===== config.mk =====
export PLATFORM = sky130hd
export DESIGN_NAME = dm_load_reader
export DESIGN_NICKNAME = d
export VERILOG_FILES = /design/src/rtl/dm_load_reader.sv
export SDC_FILE = /design/constraint.sdc
export NUM_CORES = 1
export LEC_CHECK = 0
export ABC_AREA = 1
export BUFFER_PORTS_ARGS = -buffer_cell sky130_fd_sc_hd__buf_2
export CAP_MARGIN = 30
export CORE_ASPECT_RATIO = 0.6
export CORE_UTILIZATION = 50
export DETAILED_ROUTE_END_ITERATION = 8
export PLACE_DENSITY = 0.91
export RECOVER_POWER = 100
export SETUP_SLACK_MARGIN = 0.1
export SYNTH_ARGS = -nofsm -noshare
export SYNTH_HDL_FRONTEND = slang
export SYNTH_SLANG_ARGS = --single-unit

===== constraint.sdc =====
create_clock -name clk -period 3.5 [get_ports clk]
set_input_delay 0.525 -clock clk [delete_from_list [all_inputs] [get_ports clk]]
set_output_delay 0.525 -clock clk [all_outputs]
set_load 0.05 [all_outputs]

===== src/rtl/dm_load_reader.sv =====
// MEM-stage load reader: samples the data-memory word on accept and presents the extended result to WB one cycle later.
// Optional misaligned-load exception reporting is enabled by defining DM_LOAD_ADDR_EXC_EN.
module dm_load_reader #(
  parameter int unsigned AW     = 12,
  parameter logic [31:0] RST_PC = 32'h0000_3000
) (
  input  logic          clk,
  input  logic          reset,
  input  logic          req_valid,
  output logic          req_ready,
  input  logic [2:0]    req_type,
  input  logic [31:0]   req_addr,
  input  logic [31:0]   req_pc,
  output logic [AW-1:0] mem_A,
  input  logic [31:0]   mem_RData,
  input  logic          wb_stall,
  input  logic          flush,
  output logic          rsp_valid,
  output logic [31:0]   rsp_data,
  output logic [31:0]   rsp_pc,
  output logic          rsp_exc
);

  typedef enum logic {EMPTY, FULL} state_t;

  localparam logic [2:0] T_LBU = 3'd1;
  localparam logic [2:0] T_LB  = 3'd2;
  localparam logic [2:0] T_LHU = 3'd3;
  localparam logic [2:0] T_LH  = 3'd4;

  state_t      state_q, state_d;
  logic [31:0] word_q, word_d;
  logic [1:0]  off_q, off_d;
  logic [2:0]  type_q, type_d;
  logic [31:0] pc_q, pc_d;
  logic        exc_q, exc_d;
  logic        accept;
  logic        misaligned;
  logic [7:0]  byte_sel;
  logic [15:0] half_sel;
  logic [31:0] ext_data;
  logic        unused_addr;

  assign mem_A       = req_addr[AW+1:2];
  assign unused_addr = ^req_addr[31:AW+2];

  assign rsp_valid = (state_q == FULL);
  assign req_ready = !(rsp_valid && wb_stall) && !flush;
  assign accept    = req_valid && req_ready;

`ifdef DM_LOAD_ADDR_EXC_EN
  always_comb begin
    misaligned = 1'b0;
    case (req_type)
      T_LBU, T_LB: misaligned = 1'b0;
      T_LHU, T_LH: misaligned = req_addr[0];
      default:     misaligned = (req_addr[1:0] != 2'b00);
    endcase
  end
  assign rsp_exc = exc_q;
`else
  assign misaligned = 1'b0;
  assign rsp_exc    = 1'b0;
`endif

  // Flush outranks both accept and the stall hold; a drained register also drops its exception.
  always_comb begin
    state_d = state_q;
    word_d  = word_q;
    off_d   = off_q;
    type_d  = type_q;
    pc_d    = pc_q;
    exc_d   = exc_q;
    if (flush) begin
      state_d = EMPTY;
      exc_d   = 1'b0;
    end else if (accept) begin
      state_d = FULL;
      word_d  = mem_RData;
      off_d   = req_addr[1:0];
      type_d  = req_type;
      pc_d    = req_pc;
      exc_d   = misaligned;
    end else if (state_q == FULL && !wb_stall) begin
      state_d = EMPTY;
      exc_d   = 1'b0;
    end
  end

  always_ff @(posedge clk or posedge reset) begin
    if (reset) begin
      state_q <= EMPTY;
      word_q  <= '0;
      off_q   <= '0;
      type_q  <= '0;
      pc_q    <= RST_PC;
      exc_q   <= 1'b0;
    end else begin
      state_q <= state_d;
      word_q  <= word_d;
      off_q   <= off_d;
      type_q  <= type_d;
      pc_q    <= pc_d;
      exc_q   <= exc_d;
    end
  end

  always_comb begin
    byte_sel = word_q[7:0];
    case (off_q)
      2'd0: byte_sel = word_q[7:0];
      2'd1: byte_sel = word_q[15:8];
      2'd2: byte_sel = word_q[23:16];
      2'd3: byte_sel = word_q[31:24];
      default: byte_sel = word_q[7:0];
    endcase
    half_sel = off_q[1] ? word_q[31:16] : word_q[15:0];
  end

  always_comb begin
    ext_data = word_q;
    case (type_q)
      T_LBU:   ext_data = {24'h0, byte_sel};
      T_LB:    ext_data = {{24{byte_sel[7]}}, byte_sel};
      T_LHU:   ext_data = {16'h0, half_sel};
      T_LH:    ext_data = {{16{half_sel[15]}}, half_sel};
      default: ext_data = word_q;
    endcase
  end

  assign rsp_data = rsp_exc ? '0 : ext_data;
  assign rsp_pc   = pc_q;

endmodule

==> results.json, run 1 <==
{
  "dp_cells": 675,
  "cts_setup_buffers": 0,
  "dr.pass1.iters": 6,
  "maxSlewHeadroom": -0.1142,
  "nFillCells": 646,
  "final_cells": 689,
  "clkPwrFrac": 0.264,
  "p_switching_mw": 1.459,
  "cp.required_ps": 2970,
  "dp_hpwl_mm": 6.712,
  "final_nets": 703,
  "grt_remaining_overflow": 0,
  "synth_top_area_frac": 0.4680,
  "cts_hold_buf": 0,
  "violations": "design-rule violations, max-capacitance violations, max-slew violations",
  "via_per_inst": 5.209,
  "holdPathStages": 2,
  "cts_resized": 0,
  "synth_cells": 487,
  "synth_area_leaders": "dfrtp_1 47%, nand2_1 17%, nand3_1 13%",
  "rsz0062_at_grt": "no",
  "p_seq_frac": 0.316,
  "intPower_mw": 1.745,
  "final.setup.worst_slack_ps": 384.8,
  "min-delay-start": "flush",
  "ant_nets": 0,
  "antenna_found_initial": 0,
  "num_vias": 3589,
  "ys_seq_area_frac": 0.4825,
  "power.leakage_nw": 2.506,
  "hold_violations": 0,
  "cts.sinks": 70,
  "max_stage_delay_ps": 720,
  "ios": 183,
  "synth.most_common_cell": "nand2_1",
  "n_antenna_cell": 0,
  "crit_fanout": 31,
  "setup_viol": 0,
  "synthTopCellsByCount": "168 x nand2_1, 97 x nand3_1, 68 x dfrtp_1",
  "avgRoutedWirePerCell_um": 13.90,
  "hp-class": "primary input to flop",
  "end_kind": "output port",
  "cts_tree": "yes",
  "avgSynthCellArea_um2": 7.466,
  "clockBufferDepth": 2,
  "synth_cell_types": 19,
  "final_core_util": 0.6483,
  "core_region_area_um2": 6849,
  "rr_endpoint": "word_q[10]",
  "grt_usage": 0.2666,
  "p_per_area_nw_per_um2": 721.5,
  "grt_max_degree": 97,
  "fin_crit_ps": 3115,
  "numPortBuffers": 139,
  "place_congestion": 0.8230,
  "drc": 9,
  "layout.area.seq_um2": 1754,
  "skew_ps": 3.892,
  "holdWs_ps": 392.3,
  "yosysTopAreaCell": "dfrtp_1",
  "start_kind": "flop",
  "yosys_warnings": 0,
  "crit_chain": "inv_1, nand3_1, nand2_1, nor2_4, nand2_1, nand3_1, clkbuf_2",
  "max_freq_ghz": 0.3210,
  "combPwrFrac": 0.420,
  "slowest_stage": "nor2_4",
  "min_period_over_period": 0.8901,
  "r2r_cells": 4,
  "path_class": "flop to output port",
  "peakVddDrop_v": 0.0003476,
  "drt-total-wl_mm": 9.580,
  "rrSetupSlack_ps": 980,
  "htreeDepth": 3,
  "synth_area_um2": 3636,
  "clock_latency_ps": 330,
  "placementRows": 23,
  "multi_input_area_um2": 1505,
  "worst_hold_path.endpoint": "rsp_valid",
  "syn_nets": 591,
  "setup_tns_ps": 0,
  "drive_gt1_frac": 0.2176,
  "ys_ff_latch": 70,
  "synth_edf_count": 0,
  "tightest_slew_ps": 1665,
  "maxCapViolCount": 1,
  "cts_buffers": 9,
  "die_x_um": 112.1,
  "grt_pass1_vias": 3219,
  "grt_pass1_wl_mm": 15.50,
  "die_h_um": 68.06,
  "maxSlewViolCount": 97,
  "synth-main-ff-cell": "dfrtp_1",
  "root_buffer": "clkbuf_16",
  "area_growth_pct": 22.13,
  "dieArea_um2": 7628,
  "start_util": 0.5309,
  "arrival_ps": 2590,
  "path_clk_slew_ps": 50,
  "dp_slack_ps": 1002,
  "dr.first_iter.drc_count": 288,
  "status": "finished with violations",
  "rr_startpoint": "rsp_valid",
  "switching_share": 0.4554,
  "async_reset_ff_frac": 1.000
}
==> metal layers <==
layer  routed length, µm  vias to the layer above  share of wire  global-route usage
li1                    -                     1756              -                   -
met1                4390                     1670           0.46              0.3518
met2                4192                      146           0.44              0.4185
met3                 834                       17          0.087             0.08946
met4                 162                        0          0.017             0.09000
met5                   0                        -              0                   0
==> state kept, by name (all words and copies together), names as in the netlist <==
| register | cells |
|---|---|
| type_q | 3 |
| rsp_pc | 32 |
| word_q | 32 |
| rsp_valid | 1 |
| off_q | 2 |
==> worst max path at each step <==
stage               from            to  slack, ps  cells past startpoint
2_1_floorplan      reset      off_q[0]       1210                      1
3_3_place_gp    off_q[0]  rsp_data[19]       1060                      6
3_5_place_dp   type_q[2]  rsp_data[21]       1000                      7
4_1_cts        type_q[2]  rsp_data[21]        640                      7
5_1_grt        type_q[2]  rsp_data[31]        220                      7
6_report       type_q[2]  rsp_data[21]        380                      7
==> area by class of cell <==
type	count	area share
Timing Repair Buffer	144	0.1550
Inverter	29	0.02451
Tap cell	87	0.02451
Sequential cell	70	0.3950
Multi-Input combinational cell	345	0.3390
Clock inverter	1	0.001127
Clock buffer	13	0.06086
==> worst max-delay path, delay by kind of cell (launching register included) <==
| kind | cells | cell delay (ps) |
|---|---|---|
| AND/OR/NAND/NOR | 5 | 1470 |
| buffers and inverters | 2 | 420 |
| flip-flops | 1 | 360 |
==> power groups by stage <==
stage	combinational [mW]	clock, mW	sequential, mW
4_1_cts	1.36	0.865	1.01
2_1_floorplan	0.912	0	1.20
3_5_place_dp	1.36	0	1.02
6_report	1.35	0.847	1.01
5_1_grt	1.45	0.892	1.03
3_3_place_gp	1.34	0	1.01
==> stage by stage <==
stage          cell area (µm²)  total power, mW
2_1_floorplan             3636            2.108
3_3_place_gp              4218            2.349
3_5_place_dp              4218            2.379
4_1_cts                   4493            3.234
5_1_grt                   4441            3.365
6_report                  4441            3.204
==> logic make-up after synthesis <==
logic type	share of synthesized area
and+or+nand+nor	0.3589
buffers and inverters	0.1036
DFF	0.4824
AOI/OAI and AO/OA	0.05403
other	0.001031
==> placed cells by master, fill, tap and decap left out, drive strengths merged <==
master	Yosys	layout
buf	29	82
nand3	97	97
a21oi	29	29
clkbuf	14	75
dfrtp	68	68
clkinv	0	1
nand3b	1	1
o21ai	8	8
conb	1	1
nand2b	6	6
nand2	170	170
dfstp	2	2
inv	29	29
nor2	33	33
Power figures use the tool's default switching activity.
==> run 2: changes to the inputs <==
--- a/config.mk
+++ b/config.mk
@@ -9,6 +9,7 @@
 export BUFFER_PORTS_ARGS = -buffer_cell sky130_fd_sc_hd__buf_2
 export CAP_MARGIN = 30
 export CORE_ASPECT_RATIO = 0.6
+export CORE_MARGIN = 2
 export CORE_UTILIZATION = 50
 export DETAILED_ROUTE_END_ITERATION = 8
 export PLACE_DENSITY = 0.91
==> results.json, run 2 (synthesis gave the netlist of run 1 again) <==
{
  "status": "finished with violations",
  "violations": "max-capacitance violations, max-slew violations",
  "cts_setup_buffers": 0,
  "tightest_slew_ps": 1801,
  "clockBufferDepth": 2,
  "ant_nets": 0,
  "min-delay-start": "flush",
  "drt-total-wl_mm": 9.800,
  "numPortBuffers": 139,
  "maxSlewHeadroom": -0.2007,
  "combPwrFrac": 0.401,
  "area_growth_pct": 22.99,
  "peakVddDrop_v": 0.0003209,
  "p_seq_frac": 0.306,
  "cp_top_family": "buffers and inverters",
  "p_per_area_nw_per_um2": 743.2,
  "grt_pass1_vias": 3452,
  "maxSlewViolCount": 212,
  "antenna_found_initial": 0,
  "hp-class": "primary input to flop",
  "finalInstanceArea_um2": 4472,
  "root_buffer": "clkbuf_16",
  "switching_share": 0.4443,
  "maxCapViolCount": 3,
  "max_stage_delay_ps": 630,
  "start_kind": "flop",
  "path_class": "flop to output port",
  "path_buf_inv": 3,
  "cp.required_ps": 2970,
  "min_period_over_period": 0.9067,
  "fin_crit_ps": 3174,
  "post_dp_cell_area_um2": 4223,
  "crit_fanout": 16,
  "end_kind": "output port",
  "p_switching_mw": 1.477,
  "avgRoutedWirePerCell_um": 14.10,
  "crit_start": "off_q[1]",
  "rsz0062_at_grt": "no",
  "nFillCells": 678,
  "cts_buffers": 9,
  "top_layer": "met4",
  "dp_hpwl_mm": 6.784,
  "htreeDepth": 3,
  "drive_gt1_frac": 0.2036,
  "dr.first_iter.drc_count": 338,
  "via_per_inst": 5.199,
  "ios": 183,
  "max_freq_ghz": 0.3151,
  "setup_viol": 0,
  "intPower_mw": 1.847,
  "rr_startpoint": "rsp_valid",
  "drt-met1-wl_mm": 4.338,
  "arrival_ps": 2650,
  "cts_tree": "yes",
  "crit_chain": "buf_4, nand2_1, nand3_1, nand3b_1, clkbuf_2, nand3_1, clkbuf_2",
  "die_h_um": 70.06,
  "final_nets": 703,
  "final_common_cell": "nand2_1",
  "clkPwrFrac": 0.293,
  "dieArea_um2": 7993,
  "met2_length_mm": 4.449,
  "grt_usage": 0.2578,
  "core_region_area_um2": 7147,
  "path_clk_slew_ps": 50,
  "met3WireLength_um": 892,
  "mostFrequentLayoutCells": "167 x nand2_1, 97 x nand3_1, 78 x buf_2",
  "clock_latency_ps": 330,
  "drc": 0,
  "grt_max_degree": 97,
  "cts_resized": 0,
  "dr.pass1.iters": 5,
  "hold_violations": 0,
  "slowest_stage": "dfrtp_1",
  "grt_pass1_wl_mm": 16.19,
  "cts.sinks": 70,
  "power.leakage_nw": 2.489,
  "n_antenna_cell": 0,
  "skew_ps": 4.720,
  "holdWs_ps": 388.1,
  "placementRows": 24,
  "setup_tns_ps": 0,
  "start_util": 0.5088,
  "num_vias": 3613,
  "cts_hold_buf": 0,
  "place_congestion": 0.8207,
  "die_x_um": 114.1,
  "grt_remaining_overflow": 0
}
## run 2: cell types whose count changed in the layout (fill, tap and decap cells not counted), moves of 2 or more
| cell | before | now |
|---|---|---|
| buf_4 | 4 | 2 |
| bufinv_16 | 0 | 2 |
| clkbuf_1 | 35 | 46 |
| clkbuf_2 | 28 | 20 |
| clkbuf_8 | 3 | 1 |
## run 2: layout make-up
class                      instances  area, µm²  share of cell area
clock buffer                      12      246.5             0.05512
multi-input combinational        345       1508              0.3372
timing repair buffer             144      670.6              0.1500
clock inverter                     4      70.07             0.01567
sequential                        70       1754              0.3923
tap                               91      113.9             0.02546
inverter                          29      108.9             0.02434
## run 2: stage by stage
step	setup WS [ps]	instances	util	total power, mW
final	326.4	695	0.6257	3.324
after global routing	139.5	695	0.6257	3.484
after CTS	468.0	695	0.6352	3.364
after detailed placement	827.7	679	0.5909	2.384
after global placement	906.8	679	0.5909	2.358
after floorplan	1210	487	-	2.108
## run 2: final timing paths
kind / endpoint / slack [ps] / cells after the start
max: rsp_data[21] / 330 / 7
min: rsp_valid / 390 / 2
max reg2reg: word_q[11] / 690 / 4
min reg2reg: rsp_pc[13] / 470 / 2
max in group asynchronous: word_q[20] / 1680 / 3
min in group asynchronous: rsp_pc[30] / 790 / 3
## run 2: per-layer routing
metal	GRT usage	vias up
met1	0.3396	1687
li1	-	1760
met5	0	-
met4	0.07182	0
met2	0.4001	152
met3	0.09896	14
## run 2: worst register-to-register path: cells and delay by family, from the launching register on
| kind | cells | cell delay (ps) |
|---|---|---|
| simple gates | 2 | 1560 |
| compound gates | 2 | 640 |
| flops | 1 | 420 |
## run 2: power groups by stage
stage	Clock, mW	Combinational (mW)	Sequential [mW]
2_1_floorplan	0	0.912	1.20
3_3_place_gp	0	1.34	1.02
3_5_place_dp	0	1.36	1.02
4_1_cts	0.987	1.36	1.02
5_1_grt	1.02	1.43	1.03
6_report	0.973	1.33	1.02
==> run 3: changes to the inputs <==
--- a/config.mk
+++ b/config.mk
@@ -10,11 +10,12 @@
 export CAP_MARGIN = 30
 export CORE_ASPECT_RATIO = 0.6
 export CORE_MARGIN = 2
-export CORE_UTILIZATION = 50
+export CORE_UTILIZATION = 42
 export DETAILED_ROUTE_END_ITERATION = 8
-export PLACE_DENSITY = 0.91
+export PLACE_DENSITY = 0.81
 export RECOVER_POWER = 100
 export SETUP_SLACK_MARGIN = 0.1
+export SLEW_MARGIN = 40
 export SYNTH_ARGS = -nofsm -noshare
 export SYNTH_HDL_FRONTEND = slang
 export SYNTH_SLANG_ARGS = --single-unit
==> constraint.sdc (replaced) <==
create_clock -name clk -period 2.63 [get_ports clk]
set_input_delay 0.3945 -clock clk [delete_from_list [all_inputs] [get_ports clk]]
set_output_delay 0.3945 -clock clk [all_outputs]
set_load 0.05 [all_outputs]
==> results.json, run 3 (synthesis gave the netlist of run 1 again) <==
{
  "drt-total-wl_mm": 9.826,
  "place_congestion": 0.8616,
  "skew_ps": 6.122,
  "p_per_area_nw_per_um2": 973.3,
  "die_h_um": 76.07,
  "area_growth_pct": 26.50,
  "worst_hold_path.endpoint": "rsp_valid",
  "via_per_inst": 4.904,
  "cp.required_ps": 2240,
  "dr.first_iter.drc_count": 288,
  "crit_fanout": 22,
  "end_kind": "output port",
  "maxSlewViolCount": 44,
  "num_vias": 3541,
  "htreeDepth": 3,
  "slowest_stage": "dfrtp_1",
  "holdWs_ps": 236.4,
  "fin_crit_ps": 2418,
  "violations": "max-capacitance violations, max-slew violations",
  "met2_length_mm": 4.317,
  "dr.pass1.iters": 4,
  "dp_slack_ps": 359.7,
  "rsz0062_at_grt": "no",
  "start_kind": "flop",
  "mostFrequentLayoutCells": "167 x nand2_1, 96 x nand3_1, 72 x buf_2",
  "antenna_found_initial": 1,
  "grt_pass1_vias": 3358,
  "peakVddDrop_v": 0.0004247,
  "maxSlewHeadroom": -0.1345,
  "grt_max_degree": 52,
  "n_antenna_cell": 0,
  "ios": 183,
  "final_nets": 709,
  "cts_buffers": 9,
  "nFillCells": 840,
  "holdPathStages": 2,
  "status": "finished with violations",
  "hp-class": "primary input to flop",
  "arrival_ps": 2020,
  "met3WireLength_um": 876,
  "rrSetupSlack_ps": 330,
  "dp_hpwl_mm": 7.158,
  "grt_remaining_overflow": 0,
  "avgRoutedWirePerCell_um": 13.61,
  "rr_startpoint": "rsp_valid",
  "setup_tns_ps": 0,
  "cpMostUsedCell": "nand2_1",
  "start_util": 0.4299,
  "max_stage_delay_ps": 360,
  "path_class": "flop to output port",
  "path_buf_inv": 2,
  "min_period_over_period": 0.9192,
  "tightest_slew_ps": 1702,
  "max_freq_ghz": 0.4136,
  "cts.sinks": 70,
  "power.leakage_nw": 2.566,
  "drc": 0,
  "crit_chain": "buf_4, nand2_1, nand2_1, nand3_2, nand3_1, clkbuf_2",
  "cp_top_family": "simple AND/OR/NAND/NOR gates",
  "setup_viol": 0,
  "drive_gt1_frac": 0.2295,
  "die_x_um": 124.1,
  "maxCapViolCount": 1,
  "clockBufferDepth": 2,
  "cts_tree": "yes",
  "grt_pass1_wl_mm": 16.20,
  "final_common_cell": "nand2_1",
  "grt_usage": 0.2211,
  "min-delay-start": "flush",
  "path_clk_slew_ps": 50,
  "core_region_area_um2": 8458,
  "ant_nets": 0,
  "numPortBuffers": 139,
  "r2r_cells": 5,
  "cts_hold_buf": 0,
  "rr_endpoint": "word_q[23]",
  "dieArea_um2": 9442,
  "final.setup.worst_slack_ps": 212.4,
  "top_layer": "met5",
  "drt-met1-wl_mm": 4.578,
  "hold_violations": 0,
  "placementRows": 26,
  "clock_latency_ps": 340,
  "root_buffer": "clkbuf_16"
}
-- run 3: cell count changes in the layout (fill, tap and decap cells not counted), sizes merged --
cell	before	now
clkinvlp	0	1
clkbuf	76	84
inv	28	29
bufinv	2	1
clkinv	3	0
-- run 3: worst max-delay path by stage --
stage | start | end | cells after the start
final | off_q[1] | rsp_data[25] | 6
after global routing | rsp_valid | word_q[7] | 5
after CTS | off_q[1] | rsp_data[25] | 6
after detailed placement | off_q[1] | rsp_data[25] | 6
after global placement | off_q[1] | rsp_data[25] | 6
after floorplan | reset | off_q[0] | 1
-- run 3: cell type report --
class                           instances  area (µm²)  area share
Timing Repair Buffer                  150       764.5      0.1662
Clock inverter                          2       37.54    0.008161
Clock buffer                           14       284.0     0.06175
Sequential cell                        70        1754      0.3814
Multi-Input combinational cell        345        1510      0.3283
Tap cell                              112       140.1     0.03047
Inverter                               29       108.9     0.02367
-- run 3: report_power, final --
part / internal, mW / total (mW) / switching (mW) / leakage (nW)
Sequential: 1.24 / 1.35 / 0.111 / 0.822
Clock: 0.837 / 1.27 / 0.434 / 0.155
Combinational: 0.433 / 1.86 / 1.42 / 1.59
Total: 2.51 / 4.48 / 1.97 / 2.57
-- run 3: per-layer routing --
| metal | GRT usage | vias up |
|---|---|---|
| li1 | - | 1773 |
| met1 | 0.2980 | 1619 |
| met2 | 0.3295 | 139 |
| met3 | 0.09281 | 8 |
| met4 | 0.05506 | 2 |
| met5 | 0 | - |
-- run 3: per-stage QoR --
| step | power (mW) | utilization | cell area (µm²) | std cells |
|---|---|---|---|---|
| 6_report | 4.477 | 0.5438 | 4599 | 722 |
| 5_1_grt | 4.716 | 0.5438 | 4599 | 722 |
| 4_1_cts | 4.541 | 0.5525 | 4673 | 722 |
| 3_5_place_dp | 3.227 | 0.5115 | 4327 | 705 |
| 3_3_place_gp | 3.197 | 0.5115 | 4327 | 705 |
| 2_1_floorplan | 2.806 | - | 3636 | 487 |
-- run 3: repair_timing --
item / in CTS / in global routing
setup buffers: 1 / 0
gates resized for setup: 1 / 0
endpoints found under the setup margin: 19 / 0
